[config.mk]
export PLATFORM = sky130hd
export DESIGN_NAME = dl_frame_builder
export DESIGN_NICKNAME = d
export VERILOG_FILES = /design/src/rtl/fec_pkg.sv /design/src/rtl/dl_frame_builder.sv
export SDC_FILE = /design/constraint.sdc
export NUM_CORES = 1
export LEC_CHECK = 0
export BUFFER_PORTS_ARGS = -buffer_cell sky130_fd_sc_hd__buf_2
export CORE_ASPECT_RATIO = 1.5
export CORE_MARGIN = 2
export CORE_UTILIZATION = 50
export CTS_BUF_LIST = sky130_fd_sc_hd__clkbuf_2 sky130_fd_sc_hd__clkbuf_4 sky130_fd_sc_hd__clkbuf_8
export CTS_CLUSTER_SIZE = 14
export DETAILED_ROUTE_END_ITERATION = 10
export PLACE_DENSITY_LB_ADDON = 0.2
export SYNTH_ARGS = -nofsm -noshare
export SYNTH_HDL_FRONTEND = slang
export SYNTH_SLANG_ARGS = --single-unit
[constraint.sdc]
create_clock -name clk -period 4.5 [get_ports clk]
set_input_delay 0.225 -clock clk [delete_from_list [all_inputs] [get_ports clk]]
set_output_delay 0.225 -clock clk [all_outputs]
set_load 0.01 [all_outputs]
[src/rtl/fec_pkg.sv]
// Shared FEC field widths plus the downlink frame builder's frame geometry and FSM states.
package fec_pkg;

    localparam int CRC0_WIDTH      = 8;
    localparam int CRC1_WIDTH      = 4;
    localparam int ENC0_DATA_DEPTH = 8;
    localparam int ENC1_DATA_DEPTH = 4;

    localparam int DLF_FRM_BYTES     = 14;
    localparam int DLF_PAYLOAD_BYTES = 7;

    typedef enum logic [1:0] {
        IDLE,
        START,
        WAIT,
        SEND
    } dlf_state_t;

endpackage

[src/rtl/dl_frame_builder.sv]
// Sequences the FEC engine for one downlink frame, then streams 14 bytes out (first byte one cycle after the later done).
// Byte index advances only on tx_valid && tx_ready; new frames are accepted only in IDLE, never queued.
module dl_frame_builder
    import fec_pkg::*;
#(
    parameter logic [7:0]  SYNC_BYTE   = 8'hA5,
    parameter int unsigned TIMEOUT_CYC = 255
) (
    input  logic                                  clk,
    input  logic                                  rst_n,
    input  logic                                  frm_valid,
    output logic                                  frm_ready,
    input  logic [DLF_PAYLOAD_BYTES-1:0][7:0]     data_in,
    input  logic [7:0]                            msg_len,
    input  logic [3:0]                            msg_tag,
    output logic [DLF_PAYLOAD_BYTES-1:0][7:0]     eng_data,
    output logic [7:0]                            eng_msg_len,
    output logic [3:0]                            eng_msg_tag,
    output logic                                  crc0_start,
    output logic                                  crc1_start,
    input  logic                                  enc0_done,
    input  logic                                  enc1_done,
    input  logic [CRC0_WIDTH-1:0]                 crc0_data,
    input  logic [ENC0_DATA_DEPTH-1:0]            enc0_row_p,
    input  logic [ENC0_DATA_DEPTH-1:0]            enc0_col_p,
    input  logic [CRC1_WIDTH-1:0]                 crc1_data,
    input  logic [ENC1_DATA_DEPTH-1:0]            enc1_row_p,
    input  logic [ENC1_DATA_DEPTH-1:0]            enc1_col_p,
    output logic [7:0]                            tx_data,
    output logic                                  tx_valid,
    input  logic                                  tx_ready,
    output logic                                  busy,
    output logic                                  timeout_err
);

    dlf_state_t                 state_q, state_d;
    logic                       alive_q;
    logic [3:0]                 idx_q;
    logic [15:0]                cnt_q;
    logic                       flag0_q, flag1_q;
    logic [CRC0_WIDTH-1:0]      crc0_q;
    logic [ENC0_DATA_DEPTH-1:0] row0_q, col0_q;
    logic [CRC1_WIDTH-1:0]      crc1_q;
    logic [ENC1_DATA_DEPTH-1:0] row1_q, col1_q;
    logic [7:0]                 frame_byte;

    logic accept, tx_fire, both_done, expire, last_byte;

    // alive_q keeps frm_ready low while reset is held and until the first edge after release.
    assign frm_ready  = alive_q && (state_q == IDLE);
    assign accept     = frm_valid && frm_ready;
    assign crc0_start = (state_q == START);
    assign crc1_start = (state_q == START);
    assign tx_valid   = (state_q == SEND);
    assign busy       = (state_q != IDLE);
    assign tx_fire    = tx_valid && tx_ready;
    assign both_done  = (flag0_q || enc0_done) && (flag1_q || enc1_done);
    assign expire     = (cnt_q == 16'(TIMEOUT_CYC - 1));
    assign last_byte  = (idx_q == 4'(DLF_FRM_BYTES - 1));
    assign tx_data    = tx_valid ? frame_byte : 8'h00;

    always_comb begin
        state_d     = state_q;
        timeout_err = 1'b0;
        case (state_q)
            IDLE:    if (accept) state_d = START;
            START:   state_d = WAIT;
            WAIT: begin
                // Completion wins over a timeout expiring in the same cycle.
                if (both_done) begin
                    state_d = SEND;
                end else if (expire) begin
                    state_d     = IDLE;
                    timeout_err = 1'b1;
                end
            end
            SEND:    if (tx_fire && last_byte) state_d = IDLE;
            default: state_d = IDLE;
        endcase
    end

    always_comb begin
        frame_byte = 8'h00;
        case (idx_q)
            4'd0:    frame_byte = SYNC_BYTE;
            4'd1:    frame_byte = eng_msg_len;
            4'd2:    frame_byte = {eng_msg_tag, crc1_q};
            4'd3:    frame_byte = {row1_q, col1_q};
            4'd4:    frame_byte = eng_data[0];
            4'd5:    frame_byte = eng_data[1];
            4'd6:    frame_byte = eng_data[2];
            4'd7:    frame_byte = eng_data[3];
            4'd8:    frame_byte = eng_data[4];
            4'd9:    frame_byte = eng_data[5];
            4'd10:   frame_byte = eng_data[6];
            4'd11:   frame_byte = crc0_q;
            4'd12:   frame_byte = row0_q;
            4'd13:   frame_byte = col0_q;
            default: frame_byte = 8'h00;
        endcase
    end

    always_ff @(posedge clk or negedge rst_n) begin
        if (!rst_n) begin
            state_q     <= IDLE;
            alive_q     <= 1'b0;
            idx_q       <= '0;
            cnt_q       <= '0;
            flag0_q     <= 1'b0;
            flag1_q     <= 1'b0;
            crc0_q      <= '0;
            row0_q      <= '0;
            col0_q      <= '0;
            crc1_q      <= '0;
            row1_q      <= '0;
            col1_q      <= '0;
            eng_data    <= '0;
            eng_msg_len <= '0;
            eng_msg_tag <= '0;
        end else begin
            state_q <= state_d;
            alive_q <= 1'b1;
            if (accept) begin
                eng_data    <= data_in;
                eng_msg_len <= msg_len;
                eng_msg_tag <= msg_tag;
            end
            case (state_q)
                START: begin
                    flag0_q <= 1'b0;
                    flag1_q <= 1'b0;
                    cnt_q   <= '0;
                    idx_q   <= '0;
                end
                WAIT: begin
                    cnt_q <= cnt_q + 16'd1;
                    if (enc0_done) begin
                        flag0_q <= 1'b1;
                        crc0_q  <= crc0_data;
                        row0_q  <= enc0_row_p;
                        col0_q  <= enc0_col_p;
                    end
                    if (enc1_done) begin
                        flag1_q <= 1'b1;
                        crc1_q  <= crc1_data;
                        row1_q  <= enc1_row_p;
                        col1_q  <= enc1_col_p;
                    end
                end
                SEND: begin
                    if (tx_fire) idx_q <= last_byte ? 4'd0 : idx_q + 4'd1;
                end
                default: ;
            endcase
        end
    end

endmodule

==> reports/qor.yml, run 1 <==
ys.flop_type: "dfrtp_1"
yosysTopAreaCellShare: 0.5125
die-area_um2: 13530
layout.nets: 893
ff_latch_area_um2: 3228
ios: 192
peakVddDrop_mv: 0.3363
rsz0062_at_grt: "no"
async_flop_share: 1.000
multiInputGateArea_um2: 2848
clk_pin_slew_worst_paths_ps: 80
hp-class: "in2reg"
cts_buffers: 17
drive_gt1_frac: 0.4106
drt-met1-wl_mm: 6.677
route.vias.total: 5295
core-area_um2: 12390
crit_path_start_kind: "register"
synth-xor-area-share: 0.006953
required_ps: 4280
routed_wl_mm: 17.66
finalCritPeriodShare: 0.6830
ctsHoldBuffers: 54
synth_seq_cells: 129
grt_max_degree: 76
critPathMaxFanout: 19
remaining_drc_errors: 0
ys_seq_area_frac: 0.5125
end_kind: "output pin"
cts_htree_levels: 4
die_w_um: 95.64
utilization: 0.6740
via_per_inst: 5.591
yosys.area_share.simple: 0.1031
ant_nets: 0
synth_edf_count: 0
wl_met3_mm: 1.041
clockBufferDepth: 2
power-per-cell-area_nw_per_um2: 621.7
antenna_found_initial: 1
initial_core_util: 0.5085
grt_overflow: 0
drv_slew: 0
fillCellCount: 944
final_common_cell: "buf_2"
maxSlewHeadroom: 0.2676
rr_worst_depth: 7
setup_viol: 0
hold_viol: 0
synth_compound_area_frac: 0.09813
ys_top_cells_by_area: "dfrtp_1 (51%), mux2_2 (16%), mux2_1 (4.5%), nand2_1 (2.4%), mux2i_1 (1.9%)"
synth_area_leader_cell: "dfrtp_1"
die_y_um: 141.5
timing.fmax_mhz: 325.4
path_class: "reg2out"
area_delta_synth_final_pct: 32.56
cts_tree: "built"
worstHoldPathCells: 2
fin_setup_tns_ps: 0
clockRootBuffer: "clkbuf_8"
maxCapViolations: 0
synth.mux.area_fraction: 0.2282
grt_pass1_wl_mm: 27.07
finalCriticalPeriod_ps: 3074
post_cts_resized: 0
io_buffers: 191
grt_pass1_vias: 5225
leakage_nw: 3.859
post_cts_buffers: 0
fp-row-count: 50
clk_latency_ps: 440
cts_sinks: 129
syn_nets: 653
first_pass_iters: 6
syn_inst: 536
fin_cells: 947
synth.avg_cell_area_um2: 11.75
drt_iter0_markers: 428
status: "complete, no violations"
ys_types: 54
final_cell_mix: "buf_2 (190), dfrtp_1 (129), mux2_2 (88)"
tightest_slew_ps: 1096
cp.arrival_ps: 2850
synthAdderAreaFrac: 0.01391
place_congestion: 0.9324
synth_top_family_by_area: "multiplexers"
dp_cells: 857
hpwl_mm: 12.78
fin_skew_ps: 8.917
highest_layer: "met4"
synthesis.area_um2: 6299
synth_warnings: 0
wl_per_cell_um: 18.65
track_usage: 0.2659
dr_wl_met2_mm: 9.218
area by class of cell:
| type | instances | share of cell area |
|---|---|---|
| diodes | 2 | 0.0005994 |
| clock buffers | 19 | 0.03057 |
| clock inverters | 13 | 0.02503 |
| inverters | 13 | 0.005844 |
| multi-input cells | 363 | 0.3411 |
| flip-flops and latches | 129 | 0.3866 |
| well taps | 156 | 0.02338 |
| repair buffers | 252 | 0.1869 |
logic make-up (layout without fill, tap and decap cells):
logic type,Yosys count,count (layout)
flip-flops,129,129
multiplexers,127,127
AND/OR/NAND/NOR,125,125
AO/OA/AOI/OAI,98,98
buffers and inverters,44,297
adder cells (fa/ha/maj),7,7
XOR/XNOR,5,5
other,1,3
critical path, cell delays in order (launching register included):
cell and delay (ps):
dfrtp_1 760, buf_4 360, nor2b_1 470, a22oi_1 160, nor2_1 120, a21oi_1 60, a31oi_1 280, buf_2 190
flip-flops by register name (all words and copies together) (netlist names):
register     cells
alive_q          1
idx_q            4
cnt_q           16
state_q          2
crc1_q           4
col0_q           8
eng_msg_tag      4
col1_q           4
row0_q           8
row1_q           4
flag0_q          1
flag1_q          1
eng_msg_len      8
eng_data        56
crc0_q           8
stage by stage:
stage	hold slack, ps	instance area [um2]	power (W)	setup WS [ps]
after floorplan	-70.59	6299	0.003210	2676
after CTS	0.2959	8324	0.005211	1468
after global placement	284.3	7320	0.003956	2032
after detailed placement	303.0	7320	0.004017	1959
after global routing	1.138	8347	0.005489	1234
final	17.98	8349	0.005191	1426
final timing paths:
path,end,startpoint,slack [ps]
setup / recovery,tx_data[0],idx_q[0]$_DFFE_PN0P_,1430
min in group asynchronous,eng_msg_tag[1]$_DFFE_PN0P_,rst_n,360
setup reg to reg,state_q[1]$_DFFE_PN0P_,state_q[0]$_DFFE_PN0P_,2050
max in group asynchronous,eng_data[42]$_DFFE_PN0P_,rst_n,2940
hold reg to reg,flag1_q$_DFFE_PN0P_,flag1_q$_DFFE_PN0P_,490
hold / removal,crc1_q[3]$_DFFE_PN0P_,crc1_data[3],20
where the power goes:
group | internal, W | switching, W
sequential | 0.00166 | 0.000468
clock | 0.000681 | 0.000470
combinational | 0.000963 | 0.000945
synth_stat cells, drive strengths merged, types with 8 or more instances:
| cell type | n |
|---|---|
| nand2 | 41 |
| a21oi | 22 |
| nor3 | 8 |
| a31oi | 8 |
| buf | 26 |
| o21ai | 31 |
| mux2i | 12 |
| a22oi | 10 |
| nand3 | 14 |
| nor2 | 19 |
| dfrtp | 129 |
| nor2b | 10 |
| mux2 | 113 |
| inv | 12 |
metal layers:
layer,up-vias,global-route usage
li1,2427,-
met1,2573,0.3067
met2,239,0.4637
met3,56,0.05417
met4,0,0.1256
met5,-,0
(Power assumes the default switching activity.)
==> run 2, diff against run 1 <==
==> constraint.sdc (replaced) <==
create_clock -name clk -period 3.18 [get_ports clk]
set_input_delay 0.159 -clock clk [delete_from_list [all_inputs] [get_ports clk]]
set_output_delay 0.159 -clock clk [all_outputs]
set_load 0.01 [all_outputs]
==> reports/qor.yml, run 2 (synthesis results as in run 1) <==
clockBufferDepth: 2  # unchanged
setup_viol: 0  # unchanged
place_congestion: 0.9689  # was 0.9324
power-per-cell-area_nw_per_um2: 833.1  # was 621.7 nW/um2
via_per_inst: 5.502  # was 5.591
drv_slew: 0  # unchanged
largest_register_ffs: 56  # unchanged
cpMaxStageDelayCell: "nor2b_1"  # was dfrtp_1
fin_setup_tns_ps: 0  # unchanged
fin_skew_ps: 10.28  # was 8.917 ps
post_cts_buffers: 0  # unchanged
area_delta_synth_final_pct: 40.82  # was 32.56%
clk_pin_slew_worst_paths_ps: 70  # was 80 ps
final_common_cell: "buf_2"  # unchanged
worstHoldPathCells: 4  # was 2
cts_htree_levels: 4  # unchanged
wl_per_cell_um: 18.45  # was 18.65 um
maxCapViolations: 0  # unchanged
reg2reg_from: "state_q[1]$_DFFE_PN0P_"  # was state_q[0]$_DFFE_PN0P_
cts_buffers: 17  # unchanged
reg_top3: "eng_data (56), cnt_q (16)"  # unchanged
cp.arrival_ps: 2560  # was 2850 ps
clk_latency_ps: 450  # was 440 ps
core-area_um2: 12390  # unchanged
maxSlewHeadroom: 0.4049  # was 0.2676
peakVddDrop_mv: 0.4989  # was 0.3363 mV
grt_max_degree: 99  # was 76
whs_ps: 104.1  # was 17.98 ps
tightest_slew_ps: 892.6  # was 1096 ps
crit_path_start_kind: "register"  # unchanged
fp-row-count: 50  # unchanged
critPathMaxFanout: 22  # was 19
largest-register: "eng_data"  # unchanged
rrSetupSlack_ps: 930  # was 2050 ps
finalCriticalPeriod_ps: 2720
timing.fmax_mhz: 367.6
diodes: 0  # was 2
rr_worst_depth: 7  # unchanged
clockRootBuffer: "clkbuf_8"  # unchanged
remaining_drc_errors: 0  # unchanged
multiInputGateArea_um2: 2848  # unchanged
hpwl_mm: 13.03  # was 12.78 mm
slowest_delay_ps: 510  # was 760 ps
drive_gt1_frac: 0.3895  # was 0.4106
status: "complete, no violations"  # unchanged
fillCellCount: 883  # was 944
initial_core_util: 0.5085  # unchanged
hp-class: "in2reg"  # unchanged
track_usage: 0.2823  # was 0.2659
die_y_um: 141.5  # unchanged
r2r_end: "cnt_q[14]$_DFFE_PN0P_"  # was state_q[1]$_DFFE_PN0P_
layout.nets: 946  # was 893
required_ps: 3020  # was 4280 ps
die-area_um2: 13530  # unchanged
fin_cells: 998  # was 947
ant_nets: 0  # unchanged
end_kind: "output pin"  # unchanged
grt_overflow: 0  # unchanged
utilization: 0.7161  # was 0.6740
rsz0062_at_grt: "no"  # unchanged
grt_pass1_vias: 5644  # was 5225
finalCritPeriodShare: 0.8555
drt_iter0_markers: 315  # was 428
cts_sinks: 129  # unchanged
ff_latch_area_um2: 3228  # unchanged
final_cell_mix: "buf_2 (190), dfrtp_1 (129), dlygate4sd3_1 (105)"  # was buf_2 (190), dfrtp_1 (129), mux2_2 (88)
cts_tree: "built"  # unchanged
io_buffers: 191  # unchanged
hold_viol: 0  # unchanged
die_w_um: 95.64  # unchanged
holdPathEnd: "idx_q[0]$_DFFE_PN0P_"  # was crc1_q[3]$_DFFE_PN0P_
ios: 192  # unchanged
grt_pass1_wl_mm: 28.77  # was 27.07 mm
path_class: "reg2out"  # unchanged
antenna_found_initial: 0  # was 1
route.vias.total: 5491  # was 5295
first_pass_iters: 5  # was 6
hold_start: "tx_ready"  # was crc1_data[3]
crit_path_cell_trace: "buf_4 -> nor2b_1 -> a22o_1 -> nand2_1 -> o2bb2ai_1 -> a21oi_1 -> buf_2"  # was buf_4 -> nor2b_1 -> a22oi_1 -> nor2_1 -> a21oi_1 -> a31oi_1 -> buf_2
routed_wl_mm: 18.41  # was 17.66 mm
leakage_nw: 4.088  # was 3.859 nW
dp_cells: 861  # was 857
[run 2: cell count changes in the layout (fill, tap and decap cells not counted), sizes merged]
cell,previous run,this run
clkinv,5,3
clkbuf,19,23
dlygate4sd3,56,105
diode,2,0
inv,13,12
buf,196,200
bufinv,5,4
[run 2: worst max-delay path by stage]
| stage | startpoint | end | slack [ps] | depth (start not counted) |
|---|---|---|---|---|
| floorplan | state_q[0]$_DFFE_PN0P_ | eng_data[10]$_DFFE_PN0P_ | 1360 | 7 |
| global placement | idx_q[3]$_DFFE_PN0P_ | tx_data[4] | 1010 | 6 |
| detailed placement | state_q[1]$_DFFE_PN0P_ | cnt_q[14]$_DFFE_PN0P_ | 930 | 7 |
| CTS | idx_q[3]$_DFFE_PN0P_ | tx_data[4] | 500 | 6 |
| global route | idx_q[1]$_DFFE_PN0P_ | tx_data[0] | 340 | 7 |
| finish | idx_q[2]$_DFFE_PN0P_ | tx_data[2] | 460 | 7 |
[run 2: repair_timing]
action                                  4_1_cts  5_1_grt
endpoints found under the setup margin        0        0
resized for setup                             0        0
hold buffers                                105        0
hold endpoints to repair                    200        0
[run 2: cell type report]
| class | instances | area share |
|---|---|---|
| Sequential cell | 129 | 0.3639 |
| Multi-Input combinational cell | 363 | 0.3211 |
| Timing Repair Buffer | 305 | 0.2360 |
| Clock buffer | 23 | 0.03428 |
| Tap cell | 156 | 0.02201 |
| Clock inverter | 9 | 0.01721 |
| Inverter | 13 | 0.005501 |
[run 2: power by group]
part | switching [W] | internal, W | total [W]
Clock | 0.000629 | 0.000953 | 0.00158
Sequential | 0.000629 | 0.00236 | 0.00299
Combinational | 0.00141 | 0.00141 | 0.00282
Total | 0.00267 | 0.00472 | 0.00739
[run 2: worst max-delay path: cells and delay by family (launching register included)]
family                 cells  cell delay [ps]
AO/OA/AOI/OAI              3              600
AND/OR/NAND/NOR            2              560
buffers and inverters      2              490
flip-flops                 1              470
[run 2: through the flow]
| stage | total power [W] | area (um2) | worst slack, ps |
|---|---|---|---|
| after detailed placement | 0.005707 | 7362 | 933.3 |
| after global routing | 0.007801 | 8870 | 336.0 |
| after global placement | 0.005608 | 7362 | 1013 |
| after floorplan | 0.004542 | 6299 | 1356 |
| final | 0.007390 | 8870 | 459.5 |
| after CTS | 0.007397 | 8870 | 503.0 |
[run 2: per-layer routing]
metal | vias to the layer above | part of all wire | global-route usage
li1 | 2536 | - | -
met1 | 2665 | 0.37 | 0.3248
met2 | 249 | 0.54 | 0.4976
met3 | 41 | 0.057 | 0.05629
met4 | 0 | 0.031 | 0.1256
met5 | - | 0 | 0
